==> src/rtl/muldiv_hilo_sequencer.sv <==
// Iterative 8x8 multiply / restoring divide that commits Hi/Lo through the shared RF write port.
// Optional two's-complement operation: define SIGNED_MULDIV_EN.
module muldiv_hilo_sequencer #(
    parameter int         WIDTH   = 8,
    parameter logic [3:0] HI_ADDR = 4'd8,
    parameter logic [3:0] LO_ADDR = 4'd9
) (
    input  logic             clk,
    input  logic             reset,
    input  logic             start,
    input  logic             op,
    input  logic [WIDTH-1:0] operand_a,
    input  logic [WIDTH-1:0] operand_b,
    output logic             busy,
    output logic             done,
    output logic             div_by_zero,
    input  logic             core_reg_write,
    input  logic [3:0]       core_write_reg,
    input  logic [WIDTH-1:0] core_write_data,
    output logic             rf_reg_write,
    output logic [3:0]       rf_write_reg,
    output logic [WIDTH-1:0] rf_write_data
);
    localparam int CW = $clog2(WIDTH);

    typedef enum logic [1:0] {IDLE, CALC, WR_HI, WR_LO} state_t;

    state_t           state_q, state_d;
    logic [CW-1:0]    cnt_q, cnt_d;
    logic             op_q, op_d;
    logic [WIDTH-1:0] a_q, a_d, b_q, b_d;
    logic [WIDTH-1:0] hi_q, hi_d, lo_q, lo_d;
    logic             dbz_q, dbz_d;
    logic             done_q, done_d;

    logic [WIDTH-1:0] mag_a, mag_b;
    logic [WIDTH:0]   mul_sum;
    logic [WIDTH:0]   div_shift;
    logic             div_ge;
    logic [WIDTH-1:0] div_diff;
    logic [WIDTH-1:0] res_hi, res_lo;

`ifdef SIGNED_MULDIV_EN
    logic               neg_ab_q, neg_ab_d, neg_a_q, neg_a_d;
    logic [2*WIDTH-1:0] prod_s;

    // Iterate on magnitudes; signs are reapplied on the way out.
    assign mag_a = operand_a[WIDTH-1] ? -operand_a : operand_a;
    assign mag_b = operand_b[WIDTH-1] ? -operand_b : operand_b;

    always_comb begin
        prod_s = neg_ab_q ? -{hi_q, lo_q} : {hi_q, lo_q};
        if (op_q) begin
            res_hi = neg_a_q ? -hi_q : hi_q;
            res_lo = neg_ab_q ? -lo_q : lo_q;
        end else begin
            res_hi = prod_s[2*WIDTH-1:WIDTH];
            res_lo = prod_s[WIDTH-1:0];
        end
    end
`else
    assign mag_a  = operand_a;
    assign mag_b  = operand_b;
    assign res_hi = hi_q;
    assign res_lo = lo_q;
`endif

    assign mul_sum   = {1'b0, hi_q} + (lo_q[0] ? {1'b0, a_q} : '0);
    assign div_shift = {hi_q, lo_q[WIDTH-1]};
    assign div_ge    = div_shift >= {1'b0, b_q};
    assign div_diff  = div_shift[WIDTH-1:0] - b_q;

    always_comb begin
        state_d = state_q;
        cnt_d   = cnt_q;
        op_d    = op_q;
        a_d     = a_q;
        b_d     = b_q;
        hi_d    = hi_q;
        lo_d    = lo_q;
        dbz_d   = dbz_q;
        done_d  = 1'b0;
`ifdef SIGNED_MULDIV_EN
        neg_ab_d = neg_ab_q;
        neg_a_d  = neg_a_q;
`endif
        unique case (state_q)
            IDLE: begin
                if (start) begin
                    op_d  = op;
                    a_d   = mag_a;
                    b_d   = mag_b;
                    cnt_d = '0;
                    if (op && operand_b == '0) begin
                        hi_d    = operand_a;
                        lo_d    = '1;
                        dbz_d   = 1'b1;
                        state_d = WR_HI;
`ifdef SIGNED_MULDIV_EN
                        neg_ab_d = 1'b0;
                        neg_a_d  = 1'b0;
`endif
                    end else begin
                        hi_d    = '0;
                        lo_d    = op ? mag_a : mag_b;
                        dbz_d   = 1'b0;
                        state_d = CALC;
`ifdef SIGNED_MULDIV_EN
                        neg_ab_d = operand_a[WIDTH-1] ^ operand_b[WIDTH-1];
                        neg_a_d  = operand_a[WIDTH-1];
`endif
                    end
                end
            end
            CALC: begin
                if (op_q) begin
                    hi_d = div_ge ? div_diff : div_shift[WIDTH-1:0];
                    lo_d = {lo_q[WIDTH-2:0], div_ge};
                end else begin
                    hi_d = mul_sum[WIDTH:1];
                    lo_d = {mul_sum[0], lo_q[WIDTH-1:1]};
                end
                cnt_d = cnt_q + 1'b1;
                if (cnt_q == CW'(WIDTH - 1)) begin
                    cnt_d   = '0;
                    state_d = WR_HI;
                end
            end
            WR_HI: begin
                if (!core_reg_write) state_d = WR_LO;
            end
            WR_LO: begin
                if (!core_reg_write) begin
                    state_d = IDLE;
                    done_d  = 1'b1;
                end
            end
            default: state_d = IDLE;
        endcase
    end

    // Core write-back always wins the port.
    always_comb begin
        rf_reg_write  = 1'b0;
        rf_write_reg  = '0;
        rf_write_data = '0;
        if (core_reg_write) begin
            rf_reg_write  = 1'b1;
            rf_write_reg  = core_write_reg;
            rf_write_data = core_write_data;
        end else if (state_q == WR_HI) begin
            rf_reg_write  = 1'b1;
            rf_write_reg  = HI_ADDR;
            rf_write_data = res_hi;
        end else if (state_q == WR_LO) begin
            rf_reg_write  = 1'b1;
            rf_write_reg  = LO_ADDR;
            rf_write_data = res_lo;
        end
    end

    always_ff @(posedge clk) begin
        if (reset) begin
            state_q <= IDLE;
            cnt_q   <= '0;
            op_q    <= 1'b0;
            a_q     <= '0;
            b_q     <= '0;
            hi_q    <= '0;
            lo_q    <= '0;
            dbz_q   <= 1'b0;
            done_q  <= 1'b0;
`ifdef SIGNED_MULDIV_EN
            neg_ab_q <= 1'b0;
            neg_a_q  <= 1'b0;
`endif
        end else begin
            state_q <= state_d;
            cnt_q   <= cnt_d;
            op_q    <= op_d;
            a_q     <= a_d;
            b_q     <= b_d;
            hi_q    <= hi_d;
            lo_q    <= lo_d;
            dbz_q   <= dbz_d;
            done_q  <= done_d;
`ifdef SIGNED_MULDIV_EN
            neg_ab_q <= neg_ab_d;
            neg_a_q  <= neg_a_d;
`endif
        end
    end

    assign busy        = state_q != IDLE;
    assign done        = done_q;
    assign div_by_zero = done_q & dbz_q;

endmodule

==> config.mk <==
export PLATFORM = sky130hd
export DESIGN_NAME = muldiv_hilo_sequencer
export DESIGN_NICKNAME = d
export VERILOG_FILES = /design/src/rtl/muldiv_hilo_sequencer.sv
export SDC_FILE = /design/constraint.sdc
export NUM_CORES = 1
export LEC_CHECK = 0
export CAP_MARGIN = 20
export CORE_MARGIN = 4
export CORE_UTILIZATION = 35
export DETAILED_ROUTE_END_ITERATION = 8
export DONT_BUFFER_PORTS = 1
export PLACE_DENSITY_LB_ADDON = 0.3
export SLEW_MARGIN = 20
export SYNTH_ARGS = -nofsm -noshare
export SYNTH_HDL_FRONTEND = slang
export SYNTH_SLANG_ARGS = --single-unit
==> constraint.sdc <==
create_clock -name clk -period 2.54 [get_ports clk]
set_clock_uncertainty 0.05 [all_clocks]
set_input_delay 0.508 -clock clk [delete_from_list [all_inputs] [get_ports clk]]
set_output_delay 0.508 -clock clk [all_outputs]
set_load 0.05 [all_outputs]
==> results.md <==
* Setup violations, final at 0
* Buf+Inv Stages, Crit Path at 1
* Area fraction of the dominant cell type after synthesis at 25.7%
* Pint at 1.96 mW
* Routed vias/inst at 5.56
* Starting density of the core at 35.9%
* Via count at 2972
* Area leader, netlist: dfxtp_1
* Critical setup path kind: register to register
* Crit path cell chain: inv_1 > ha_1 > nor2b_4 > o31a_2 > nor3_2 > o21a_2 > mux2_4 > a2111oi_4
* Asr flop ratio synth at 0%
* Core area at 8680 sq um
* Worst min-delay path category: input pin to register
* DR iter-0 viols at 237
* First-pass GRT wire length at 14.2 mm
* Clk sinks at 40
* Root Buffer: clkbuf_8
* Max Slew Vio Count at 0
* Filler Cell Count at 931
* Vias in the first global route at 2742
* I/O pin count at 49
* Chip Width at 102 um
* Initial antenna violation count at 0
* Final wirelength at 9.19 mm
* Yosys reg bits at 40
* Synth top area cells: dfxtp_1 (26%), ha_1 (8.8%), a21oi_1 (8.7%)
* Cts bufs inserted at 5
* DR pass1 iterations at 4
* Comb pwr share at 61.3%
* Period utilisation layout at 94.3%
* Slowest stage delay, CP at 0.39 ns
* Final HPWL DP at 7.12 mm
* Die ar. at 10500 sq um
* Arr. time, crit path at 2.54 ns
* # hold bufs at CTS at 0
* Switching Share at 47.5%
* Share of cells above drive strength 1 at 11.7%
* Pin count of the biggest net entering global routing at 39
* Reg power frac at 27.1%
* Setup ws final at 0.145 ns
* Warnings, synthesis at 0
* Crit path max fanout at 4
* CP delay by family, top: compound AO/OA/AOI/OAI gates
* Synth cell types at 62
* Main synth FF type: dfxtp_1
* Setup TNS at 0 ns
* Critical Path RT at 2.68 ns
* # placed instances at 526
* Worst skew pair latency at 0.29 ns
* Pwr Total at 3.74 mW
* Area Overhead vs Synth at 10.4%
* GR Util All Layers at 17.5%
* RSZ-0062 raised after global routing: false
* Worst Setup Start Kind: register
* Port-buffer cells at 0
* EDFF count, synth at 0
* Seq/Total Area, Yosys at 25.7%
* Fmax achieved at 418 MHz
* Mapped cell area at 3120 sq um
* Power per Cell Area at 1090 nW/um^2
* Clock slew at reported path FFs at 0.09 ns
* Syn Inst Count at 421
* ANT cells at 0
* Worst setup EP type: register
* Global route overflow at 0
* Drt wl/cell at 17.2 um
* Worst VDD drop at 0.000742 V
* CTS H-tree lvls at 2
* Syn_area_per_cell at 7.40 sq um
* Antenna-violating nets left at 0
* Crit path time final at 2.39 ns
* Routability Congestion at 0.906
* Max Cap Viol at 0
* Final net count at 483
* Synth Net Count at 478
* Slew margin rel. at 58.8%
* CTS tree: built
* Num rows at 34
* Fin. Hold Viols at 0
* Pre-CTS setup slack at 0.114 ns
* Die Height at 102 um
* Slew @ Worst Pin at 0.618 ns
* Clock Path Buffers at 2
* Commonest cells post-synth: nand2_1 (65), a21oi_1 (54), dfxtp_1 (40)
* Most frequent cell after synthesis: nand2_1
* Critical path's slowest cell: dfxtp_1
* Clk pwr share at 11.6%
* Sw power at 1.78 mW
* Non-Filler Instances at 535
* # DRC at 0
* Status: finished clean
* P_leak at 1.38 nW
==> layer usage <==
metal | wire (um) | GRT usage (%)
met1 | 4290 | 24.8
met2 | 4150 | 27.1
met3 | 595 | 3.96
met4 | 152 | 4.14
met5 | 0 | 0
==> path summary, 6_finish.rpt <==
path,from,to,slack (ns),cells after the start
min reg2reg,a_q[0],a_q[0],0.40,2
max,b_q[1],hi_q[1],0.15,8
max reg2reg,b_q[1],hi_q[1],0.15,8
min,reset,hi_q[5],0.24,1
==> kinds of logic (layout without fill, tap and decap cells) <==
group	count (synthesis)	in the layout	share of synthesized area (%)
AOI/OAI and AO/OA	131	131	27.3
xor gates and xnor gates	7	7	1.97
adders and majority gates	24	24	10.1
buffers and inverters	47	53	6.46
DFF	40	40	25.7
muxes	12	12	4.05
and+or+nand+nor	160	160	24.4
==> power by group through the flow <==
stage	combinational (mW)	sequential, mW	clock, mW
floorplan	1.78	0.935	0
global placement	2.26	1.02	0
detailed placement	2.28	1.02	0
CTS	2.29	1.01	0.443
global route	2.53	1.03	0.471
finish	2.30	1.01	0.435
==> final cells by class <==
type | instances | area, sq um | share of cell area (%)
multi-input cells | 334 | 2130 | 62.0
flip-flops and latches | 40 | 802 | 23.3
repair buffers | 27 | 215 | 6.25
well taps | 108 | 135 | 3.93
clock buffers | 6 | 72.6 | 2.11
inverters | 18 | 67.6 | 1.96
clock inverters | 2 | 16.3 | 0.473
==> through the flow <==
step	area, sq um	utilization (%)	hold WS (ns)
6_report	3440	39.6	0.240
5_1_grt	3440	39.6	0.217
4_1_cts	3410	39.3	0.225
3_5_place_dp	3330	38.3	0.393
3_3_place_gp	3330	38.3	0.387
2_1_floorplan	3120	-	0.382
==> worst reg2reg max path, stage by stage (launching register included) <==
cell,delay [ns]
dfxtp_1,0.39
inv_1,0.06
ha_1,0.32
nor2b_4,0.14
o31a_2,0.32
nor3_2,0.16
o21a_2,0.21
mux2_4,0.32
a2111oi_4,0.33
==> flip-flops by register name, summed over array words and instances (netlist names) <==
register  flops
cnt_q         3
op_q          1
lo_q          8
done          1
dbz_q         1
state_q       2
hi_q          8
a_q           8
b_q           8
==> repair_timing <==
item | in CTS | in global routing
gates resized for setup | 0 | 5
setup buffers | 0 | 1
endpoints found under the setup margin | 0 | 2
==> cell usage in the layout, fill, tap and decap left out, types with 5 or more instances in the layout <==
cell / n
ha_1: 22
buf_4: 26
a211oi_1: 14
nor2b_1: 10
o21ai_0: 14
dfxtp_1: 39
nand2_1: 65
a21oi_1: 54
xnor2_1: 6
clkbuf_8: 5
and2_1: 13
nand2b_1: 5
nor2_1: 31
nor3_1: 19
mux2i_1: 10
o21ai_1: 9
inv_1: 18
Power figures use the tool's default switching activity.
